`src/rtl/slt_exec_stage.sv`:
```
// Registered execute stage for SLT/SLTU/SLTI/SLTIU with a one-entry skid buffer.
// Optional macro SLT_EXEC_STATS_EN adds the stat_true_cnt delivered-true counter.
module slt_exec_stage #(
    parameter int DATA_W = 16,
    parameter int IMM_W  = 6,
    parameter int RD_W   = 3
) (
    input  logic              clk,
    input  logic              reset,
    input  logic              flush,
    input  logic              in_valid,
    output logic              in_ready,
    input  logic [1:0]        in_op,
    input  logic [DATA_W-1:0] in_rs,
    input  logic [DATA_W-1:0] in_rt,
    input  logic [IMM_W-1:0]  in_imm,
    input  logic [RD_W-1:0]   in_rd,
    output logic              out_valid,
    input  logic              out_ready,
    output logic [DATA_W-1:0] out_result,
    output logic [RD_W-1:0]   out_rd
`ifdef SLT_EXEC_STATS_EN
    ,
    output logic [15:0]       stat_true_cnt
`endif
);

    typedef enum logic [1:0] {
        ST_EMPTY = 2'd0,
        ST_ONE   = 2'd1,
        ST_FULL  = 2'd2
    } state_t;

    state_t            state_r;
    state_t            state_nxt_s;
    logic              in_ready_r;
    logic              out_valid_r;
    logic [DATA_W-1:0] out_result_r;
    logic [RD_W-1:0]   out_rd_r;
    logic [DATA_W-1:0] skid_result_r;
    logic [RD_W-1:0]   skid_rd_r;
    logic              accept_s;
    logic              load_in_out_s;
    logic              load_skid_out_s;
    logic              load_skid_s;
    logic [DATA_W-1:0] new_result_s;

    // Immediate forms sign-extend even for SLTIU; only the compare flavour differs.
    function automatic logic slt_f(input logic [1:0] op, input logic [DATA_W-1:0] rs,
                                   input logic [DATA_W-1:0] rt, input logic [IMM_W-1:0] imm);
        logic [DATA_W-1:0] b;
        logic              lt;
        b = op[1] ? {{(DATA_W-IMM_W){imm[IMM_W-1]}}, imm} : rt;
        if (op[0]) begin
            lt = (rs < b);
        end else begin
            lt = ($signed(rs) < $signed(b));
        end
        return lt;
    endfunction

    assign accept_s     = in_valid & in_ready_r;
    assign new_result_s = {{(DATA_W-1){1'b0}}, slt_f(in_op, in_rs, in_rt, in_imm)};

    // Occupancy next-state and datapath load selects
    always_comb begin
        state_nxt_s     = state_r;
        load_in_out_s   = 1'b0;
        load_skid_out_s = 1'b0;
        load_skid_s     = 1'b0;
        if (flush) begin
            state_nxt_s = ST_EMPTY;
        end else begin
            case (state_r)
                ST_EMPTY: begin
                    if (accept_s) begin
                        state_nxt_s   = ST_ONE;
                        load_in_out_s = 1'b1;
                    end else begin
                        state_nxt_s = ST_EMPTY;
                    end
                end
                ST_ONE: begin
                    if (accept_s && out_ready) begin
                        state_nxt_s   = ST_ONE;
                        load_in_out_s = 1'b1;
                    end else if (accept_s) begin
                        state_nxt_s = ST_FULL;
                        load_skid_s = 1'b1;
                    end else if (out_ready) begin
                        state_nxt_s = ST_EMPTY;
                    end else begin
                        state_nxt_s = ST_ONE;
                    end
                end
                ST_FULL: begin
                    if (out_ready) begin
                        state_nxt_s     = ST_ONE;
                        load_skid_out_s = 1'b1;
                    end else begin
                        state_nxt_s = ST_FULL;
                    end
                end
                default: begin
                    state_nxt_s = ST_EMPTY;
                end
            endcase
        end
    end

    // State, handshake flags and payload registers
    always_ff @(posedge clk or posedge reset) begin
        if (reset) begin
            state_r       <= ST_EMPTY;
            in_ready_r    <= 1'b1;
            out_valid_r   <= 1'b0;
            out_result_r  <= {DATA_W{1'b0}};
            out_rd_r      <= {RD_W{1'b0}};
            skid_result_r <= {DATA_W{1'b0}};
            skid_rd_r     <= {RD_W{1'b0}};
        end else begin
            state_r     <= state_nxt_s;
            in_ready_r  <= (state_nxt_s != ST_FULL);
            out_valid_r <= (state_nxt_s != ST_EMPTY);
            if (load_in_out_s) begin
                out_result_r <= new_result_s;
                out_rd_r     <= in_rd;
            end else if (load_skid_out_s) begin
                out_result_r <= skid_result_r;
                out_rd_r     <= skid_rd_r;
            end
            if (load_skid_s) begin
                skid_result_r <= new_result_s;
                skid_rd_r     <= in_rd;
            end
        end
    end

    assign in_ready   = in_ready_r;
    assign out_valid  = out_valid_r;
    assign out_result = out_result_r;
    assign out_rd     = out_rd_r;

`ifdef SLT_EXEC_STATS_EN
    logic [15:0] stat_cnt_r;

    // Saturating count of true results accepted by writeback; flush does not clear it
    always_ff @(posedge clk or posedge reset) begin
        if (reset) begin
            stat_cnt_r <= 16'h0000;
        end else if (out_valid_r && out_ready && !flush && out_result_r[0] &&
                     (stat_cnt_r != 16'hFFFF)) begin
            stat_cnt_r <= stat_cnt_r + 16'd1;
        end
    end

    assign stat_true_cnt = stat_cnt_r;
`endif

endmodule
```
`config.mk`:
```
export PLATFORM = sky130hd
export DESIGN_NAME = slt_exec_stage
export DESIGN_NICKNAME = d
export VERILOG_FILES = /design/src/rtl/slt_exec_stage.sv
export SDC_FILE = /design/constraint.sdc
export NUM_CORES = 1
export LEC_CHECK = 0
export CAP_MARGIN = 40
export CORE_UTILIZATION = 37
export DETAILED_ROUTE_END_ITERATION = 10
export PLACE_DENSITY = 0.89
export RECOVER_POWER = 100
export SLEW_MARGIN = 15
export SYNTH_ARGS = -nofsm -noshare
export SYNTH_HDL_FRONTEND = slang
export SYNTH_SLANG_ARGS = --single-unit
```
`constraint.sdc`:
```
create_clock -name clk -period 2.06 [get_ports clk]
set_input_delay 0.412 -clock clk [delete_from_list [all_inputs] [get_ports clk]]
set_output_delay 0.412 -clock clk [all_outputs]
set_load 0.03 [all_outputs]
```
Word level (Yosys, flattened, before mapping). Index checks and enable logic that the tools add are counted.

Output and inout port bits: 21. Logic and storage cells: 40. Bits of input ports: 48. Register bits: 27.

Equal/unequal tests: 3. Multiplexer cells: 23. Bitwise gates (word level): 1. Reductions and logical operators: 4. Magnitude comparators: 2.

Operators by type and width (number): 16-bit two-way mux (3); 16-bit < comparator (2); 1-bit two-way mux (12); 2-bit two-way mux (4); 3-bit two-way mux (2); 2-bit case mux with 3 select lines (1); 2-bit nonzero test (2); 2-bit by 1-bit == test with 1-bit output (second input constant) (1); 2-bit == test (second input constant) (1); 2-bit logical NOT (1); 2-bit inequality test (second input constant) (1); 1-bit case mux with 2 select lines (1); 1-bit AND (1); 1-bit logical AND (1).

Depth between registers and ports, before layout. Gate-level depths: netlist of the first run.

Depth in word-level cells: 6. Mapped depth: 11. Mapped depth without buffers: 9.

Worst setup path after synthesis of the first run. Ideal clock, no wire load.

Path kind: input-to-reg. Start point: input port in_op[1]. End point: register skid_result_r[0]. Data arrival time: 2097 ps. Stages: 11. Path buffers: 2. Slack: -174 ps. Path through: buf_6 -> and2_2 -> clkbuf_1 -> a21oi_1 -> ha_1 -> nand2_1 -> nor2_1 -> o211ai_1 -> o31ai_1 -> xor2_1 -> a21oi_1.

Cells in the longest elaborated chain, start to end: 3.

RTL lines: from (decl) (RTL line 13) `input logic [1:0] in_op,`; 16-bit two-way mux * (RTL line 53) `b = op[1] ? {{(DATA_W-IMM_W){imm[IMM_W-1]}}, imm} : rt;`; 16-bit < comparator (on tied branches) (RTL line 57, 55); 1-bit two-way mux * (RTL line 54) `if (op[0]) begin`; to (signal assigned) (RTL line 119) `skid_result_r <= {DATA_W{1'b0}};`; to (signal assigned) (RTL line 133) `skid_result_r <= new_result_s;`; to (decl) (RTL line 40) `logic [DATA_W-1:0] skid_result_r;`.

Mark *: on every way between the ends. The rest lies on a longest branch, timed or not. A chain may end at the register's enable or synchronous reset.

Final worst setup path of the first run.
Start point: input port in_rt[6]. End point: register out_result_r[0] (netlist: out_result[0]).

Cells in the longest elaborated chain, start to end: 4.

RTL lines: from (decl) (RTL line 15) `input logic [DATA_W-1:0] in_rt,`; 16-bit two-way mux * (RTL line 53); 16-bit < comparator (on tied branches) (RTL line 57, 55); 1-bit two-way mux * (RTL line 54); 16-bit two-way mux * (RTL line 125) `if (load_in_out_s) begin`; to (signal assigned) (RTL line 117) `out_result_r <= {DATA_W{1'b0}};`; to (signal assigned) (RTL line 126) `out_result_r <= new_result_s;`; to (signal assigned) (RTL line 129) `out_result_r <= skid_result_r;`; to (decl) (RTL line 38) `logic [DATA_W-1:0] out_result_r;`.

Marks and branches as above.

==> results of run 1 <==
## critical path, delay by kind of cell
| family | cells | cell delay (ps) |
|---|---|---|
| AOI/OAI and AO/OA | 6 | 690 |
| xor gates and xnor gates | 1 | 220 |
| adders and majority gates | 1 | 320 |
| buffers and inverters | 1 | 480 |
## synth_stat cells (all sizes together)
cell    number
conb         1
nand2b       3
nand3        2
o22a         6
o31ai        1
and2         1
o21ai        8
or4          1
mux2         3
nand3b       2
o32ai        1
dfstp        1
ha          17
inv          7
a211oi       2
nor2         8
xor2         1
o211ai       1
a21oi       21
buf         16
or2b         1
clkbuf       3
dfrtp       11
a31oi        1
mux2i        5
nand2        8
## final cells by class
type	count	area share
repair buffers	63	0.342
clock buffers	4	0.0202
inverters	7	0.0146
well taps	31	0.0216
multi-input cells	109	0.434
flip-flops and latches	12	0.168
## cells in the final DEF, fill, tap and decap left out, drive strengths merged, types with 2 or more instances in the layout
cell	synthesis	routed
dlygate4sd2	0	3
nand2	8	8
dlygate4sd3	0	8
nand3	2	2
ha	17	17
o21ai	8	8
nor2	8	8
and2	1	2
mux2	3	3
mux2i	5	5
buf	16	10
o22a	6	6
conb	1	15
nand2b	3	3
clkdlybuf4s50	0	38
inv	7	7
dlymetal6s2s	0	3
dfrtp	11	11
clkbuf	3	5
a211oi	2	2
nand3b	2	2
a21oi	21	21
## kinds of logic (layout without fill, tap and decap cells)
logic type               after synthesis  after routing
AO/OA/AOI/OAI                         41             41
XOR/XNOR                               1              1
adder cells (fa/ha/maj)               17             17
buffers and inverters                 26             74
flip-flops                            12             12
multiplexers                           8              8
other                                  1             15
AND/OR/NAND/NOR                       26             27
## state kept, by name, indices dropped and copies added (netlist names)
register and flops:
skid_rd_r 3, out_result 1, out_valid 1, skid_result_r 1, out_rd 3, state_r 2, in_ready 1
## how the worst min path moves through the flow
stage	start	endpoint	slack (ps)	cells after the start
after floorplan	reset	out_rd[0]	280	1
after global placement	out_rd[0]	out_rd[0]	480	1
after detailed placement	out_rd[0]	out_rd[0]	480	1
after CTS	reset	out_valid	450	2
after global routing	out_rd[0]	out_rd[0]	530	1
final	out_rd[0]	out_rd[0]	490	1
## metal layers
layer,part of all wire,GRT usage,up-vias
met5,0,0,-
met4,0.0054,0.0557,0
met3,0.052,0.0340,2
met2,0.54,0.321,41
met1,0.40,0.177,499
li1,-,-,572
## per-stage QoR
| step | total power, mW | hold WS [ps] |
|---|---|---|
| floorplan | 0.580 | 276 |
| global placement | 0.739 | 482 |
| detailed placement | 0.753 | 483 |
| CTS | 0.945 | 451 |
| global route | 1.00 | 530 |
| finish | 0.935 | 486 |
## repair_timing
| item | CTS | global route |
|---|---|---|
| gates resized for setup | 14 | 7 |
| pin swaps | 8 | 9 |
| hold buffers | 0 | 0 |
| endpoints found under the setup margin | 2 | 2 |
| setup buffers | 1 | 0 |
| gates cloned | 1 | 0 |
| endpoints found under the hold margin | 0 | 0 |
## power by group
| group | internal [mW] | leakage, nW | switching [mW] |
|---|---|---|---|
| registers | 0.285 | 0.143 | 0.0276 |
| logic | 0.222 | 0.661 | 0.216 |
| clock network | 0.107 | 0.0210 | 0.0767 |
| total | 0.614 | 0.825 | 0.321 |
==> results.ini, run 1 <==
[run_status]
outcome = complete, but fails checks
violations = design-rule violations

[worst_setup_path]
crit_path_start = in_rt[6]
path_cells = clkdlybuf4s50_1 -> a21oi_2 -> ha_2 -> o21ai_0 -> o21ai_1 -> a31oi_1 -> o31ai_1 -> xor2_1 -> a21oi_1
critPathMaxStageDelay_ps = 480
slowest_stage = clkdlybuf4s50_1
startpoint_type = input port
critPathCaptureType = register
setup.worst_path.end = out_result[0]
critical_path_required_ps = 2210
reg2reg_from = in_ready
rr_worst_depth = 9
reg2reg_slack_ps = 370
critPathKind = input port to register
r2r_end = out_rd[0]
path_max_fanout = 2
crit_arrival_ps = 2130

[synthesis]
ys_ff_latch = 12
yosys_warnings = 0
synth_top_family_by_area = compound AO/OA/AOI/OAI gates
yosys-top-cells-area = dfrtp_1 (24%), ha_1 (19%), buf_4 (9.9%)
yosys.area_share.simple = 0.112
synth.avg_cell_area_um2 = 8.65
synth_compound_area_frac = 0.212
netlist_area_um2 = 1140
ys_types = 27
muxShareOfSynthArea = 0.0734
synthCells = 132
synth_top_area_share = 0.241
synthXorXnorAreaFrac = 0.00767
seq_area_frac_synth = 0.264
synthAdderAreaFrac = 0.186
synth_top_cell_by_area = dfrtp_1

[floorplan]
io_pins = 69
die-area_um2 = 3310
die_x_um = 57.6
initial_utilization = 0.404
std_cell_rows = 19
die_h_um = 57.6
core_area_um2 = 2830

[global_route]
grt-ovfl-total = 0
grt_max_degree = 13
grt_pass1_wl_um = 4330
grt_pass1_vias = 1096
grt_use_total = 0.166
antenna_found_initial = 0

[layout]
final_cells = 226
final_nets = 261
fin_area_um2 = 1790
layout-drive-gt1-share = 0.159
multiInputGateArea_um2 = 778
syn_to_final_growth_pct = 57.1
diodes = 0
fillers = 235
regArea_um2 = 302
fin_util = 0.634

[power]
leakagePower_nw = 0.825
ir_drop_v = 0.000198
power_density_nw_per_um2 = 521

[drt]
routedWlPerCell_um = 11.6
drt-vias-per-instance = 4.93
dr.pass1.iters = 7
wirelength_um = 2620
drcViolationCount = 4
vias = 1114
drt_iter0_markers = 37
antenna_left = 0

[min_path]
hold_path.class = register to register

[timing]
slew_violations = 0
post-route-worst-setup-slack_ps = 79.0
setup_viol = 0
hold_viol_final = 0
fmax_mhz = 505
period_needed_ps = 1980
fin_setup_tns_ps = 0
fin_skew_ps = 2.51
min_period_over_period = 0.962

[place]
gp_congestion = 0.793
io_buffer_count = 53
place_inst = 220
dp_hpwl_um = 2140
place_area_um2 = 1720
place_worst_setup_slack_ps = -584

[clock_network]
clk_pin_slew_worst_paths_ps = 80
numCtsBuffers = 3
clock_sinks = 12
cts_tree = done
cts-root-buf = clkbuf_4
worstSkewPairLatency_ps = 270
clockBufferDepth = 2
htree_levels = 1

[run]
cap_violations = 0

Note: power is estimated with default switching activity, not from simulation.
==> run 2, diff against run 1 <==
--- a/config.mk
+++ b/config.mk
@@ -8,6 +8,7 @@
 export CAP_MARGIN = 40
 export CORE_UTILIZATION = 37
 export DETAILED_ROUTE_END_ITERATION = 10
+export GPL_ROUTABILITY_DRIVEN = 0
 export PLACE_DENSITY = 0.89
 export RECOVER_POWER = 100
 export SLEW_MARGIN = 15
==> results of run 2 <==
No change in the layout: final DEF, timing and power equal those of run 1.
==> RTL change, RTL diff (settings of run 2) <==
The 3 states of `state_t` get a one-hot encoding in 3 bits.
--- a/src/rtl/slt_exec_stage.sv
+++ b/src/rtl/slt_exec_stage.sv
@@ -27,6 +27,6 @@
 
-    typedef enum logic [1:0] {
-        ST_EMPTY = 2'd0,
-        ST_ONE   = 2'd1,
-        ST_FULL  = 2'd2
+    typedef enum logic [2:0] {
+        ST_EMPTY = 3'b001,
+        ST_ONE   = 3'b010,
+        ST_FULL  = 3'b100
     } state_t;
Behaviour: same outputs for any inputs over 10 cycles, from zero or initial values and one cycle with reset high; not proved beyond that.
==> RTL change against run 2 <==
The run ends with negative setup slack left; power is 2.3% lower; cell area is 11% higher; synthesized area is 9.7% higher; register-to-register slack worse by 170 ps; wire length is 35% higher; hold slack better by 0.80 ps; critical path type unchanged; worst setup slack worse by 92 ps; sequential cell count is 1 higher.
==> RTL change: results (changes against run 2) <==
multi-input gate share of total cell area=45.1% (+1.8 points); top cells by area, synth=dfrtp_1 22%, ha_1 18%, buf_4 9.0%; WP data arrival=2220 ps (+90 ps); vias in the first global route=1182 (+7.8%); multi-input combinational cell area=900 um^2 (+16%); CTS Buf Count=3 (unchanged); fin nets=276 (+5.7%); Inserted Diodes=0 (unchanged); FFs w/ async S/R, synth=100% (unchanged); failing checks=negative setup slack; first-pass GRT wire length=4.89 mm (+13%); Yosys cell types=35 (+30%); worst vdd ir=0.178 mV (-9.7%); Hold Fails Final Rpt=0 (unchanged); initial DRC count=56 (+51%); num sequential=13 (+1); DRT Wirelength=3.52 mm (+35%); clk_skew=7.85 ps (+5.34 ps); Finished Layout Cells=253 (+12%); Final Setup Violations=2 (+2); post-layout util=63.7% (+0.30 points); TNS Setup=-24.4 ps (-24.4 ps); multi-input gates=118 (+8.3%); clk tree area frac=1.32% (-0.70 points); NonClk Buf Share=33.2% (-0.96 points); Synth Warn #=0 (unchanged); Via Count=1263 (+13%); min setup slack post-route=-13.0 ps (-92.0 ps); Non-clk bufs=68 (+7.9%); Overall Global Routing Usage=18.4% (+1.7 points); Met2 Wirelength=1.85 mm (+30%); invs w/o clock=6 (-1); top sig layer=met4; deepest clock path buffer count=2 (unchanged); pin count of the biggest net entering global routing=14 (+1); Seq/Total Area, Yosys=26.1% (-0.25 points); synthesized area per cell=8.77 um^2 (+1.3%); HPWL Detailed=2.73 mm (+28%); drt first pass iters=4 (-3); area post-placement=0.00188 mm^2 (+9.2%); Met3 Routed Length=117 um (-15%); share of cells above drive strength 1=22.5% (+6.6 points); initial antenna violation count=0 (unchanged); Seq area share=16.4% (-0.36 points); Synth top cells by count=20 x a21oi_1, 18 x ha_1, 15 x buf_4, 11 x dfrtp_1, 11 x nand2_1; Setup Slack @ Placement=-637 ps (-52.6 ps); M1 WL=1.40 mm (+34%); status=complete, but fails checks; H-tree depth=1 (unchanged); clock buffer count=4 (unchanged); filler cell count in the final layout=264 (+12%); Pleak=0.945 nW (+15%)
-- RTL change: layer usage --
metal | track usage, % | vias up
met5 | 0 | -
met4 | 8.64 | 0
met3 | 3.46 | 14
met2 | 32.0 | 41
met1 | 21.4 | 595
li1 | - | 613
-- RTL change: worst paths after layout --
path / startpoint / to / slack, ps / depth (start not counted)
setup / recovery: in_rt[8] / out_result[0] / -10 / 9
hold / removal: skid_result_r[0] / skid_result_r[0] / 490 / 2
setup reg to reg: in_ready / out_result[0] / 200 / 10
hold reg to reg: skid_result_r[0] / skid_result_r[0] / 490 / 2
max in group asynchronous: reset / state_r[0] / 1110 / 2
min in group asynchronous: reset / state_r[2] / 590 / 2
-- RTL change: report_power, final --
group	switching [mW]	total (mW)	leakage, nW	internal (mW)
Clock	0.0783	0.153	0.0150	0.0751
Sequential	0.0196	0.308	0.160	0.288
Combinational	0.227	0.453	0.770	0.226
-- RTL change: worst max-delay path, stage by stage --
cell and delay, ps:
clkdlybuf4s50_1 490, a21oi_1 80, ha_1 270, nand2_1 60, nor2_2 130, o211ai_1 110
o31ai_1 310, xor2_1 250, o221ai_2 110
-- RTL change: logic make-up (layout without fill, tap and decap cells) --
logic type	Yosys count	after routing	synth area share, %
compound gates	43	43	21.7
simple gates	32	33	13.4
buf+inv	27	78	13.2
fa+ha+maj	18	18	18.0
flops	13	13	26.1
mux	8	8	6.69
other cells	1	15	0.299
xor+xnor	1	1	0.699
-- RTL change: timing repair --
action / in CTS / in global routing
hold endpoints to repair: 0 / 0
resized for setup: 13 / 30
endpoints found under the setup margin: 2 / 2
cloned: 1 / 0
pin swaps: 7 / 24
buffers inserted: 0 / 1
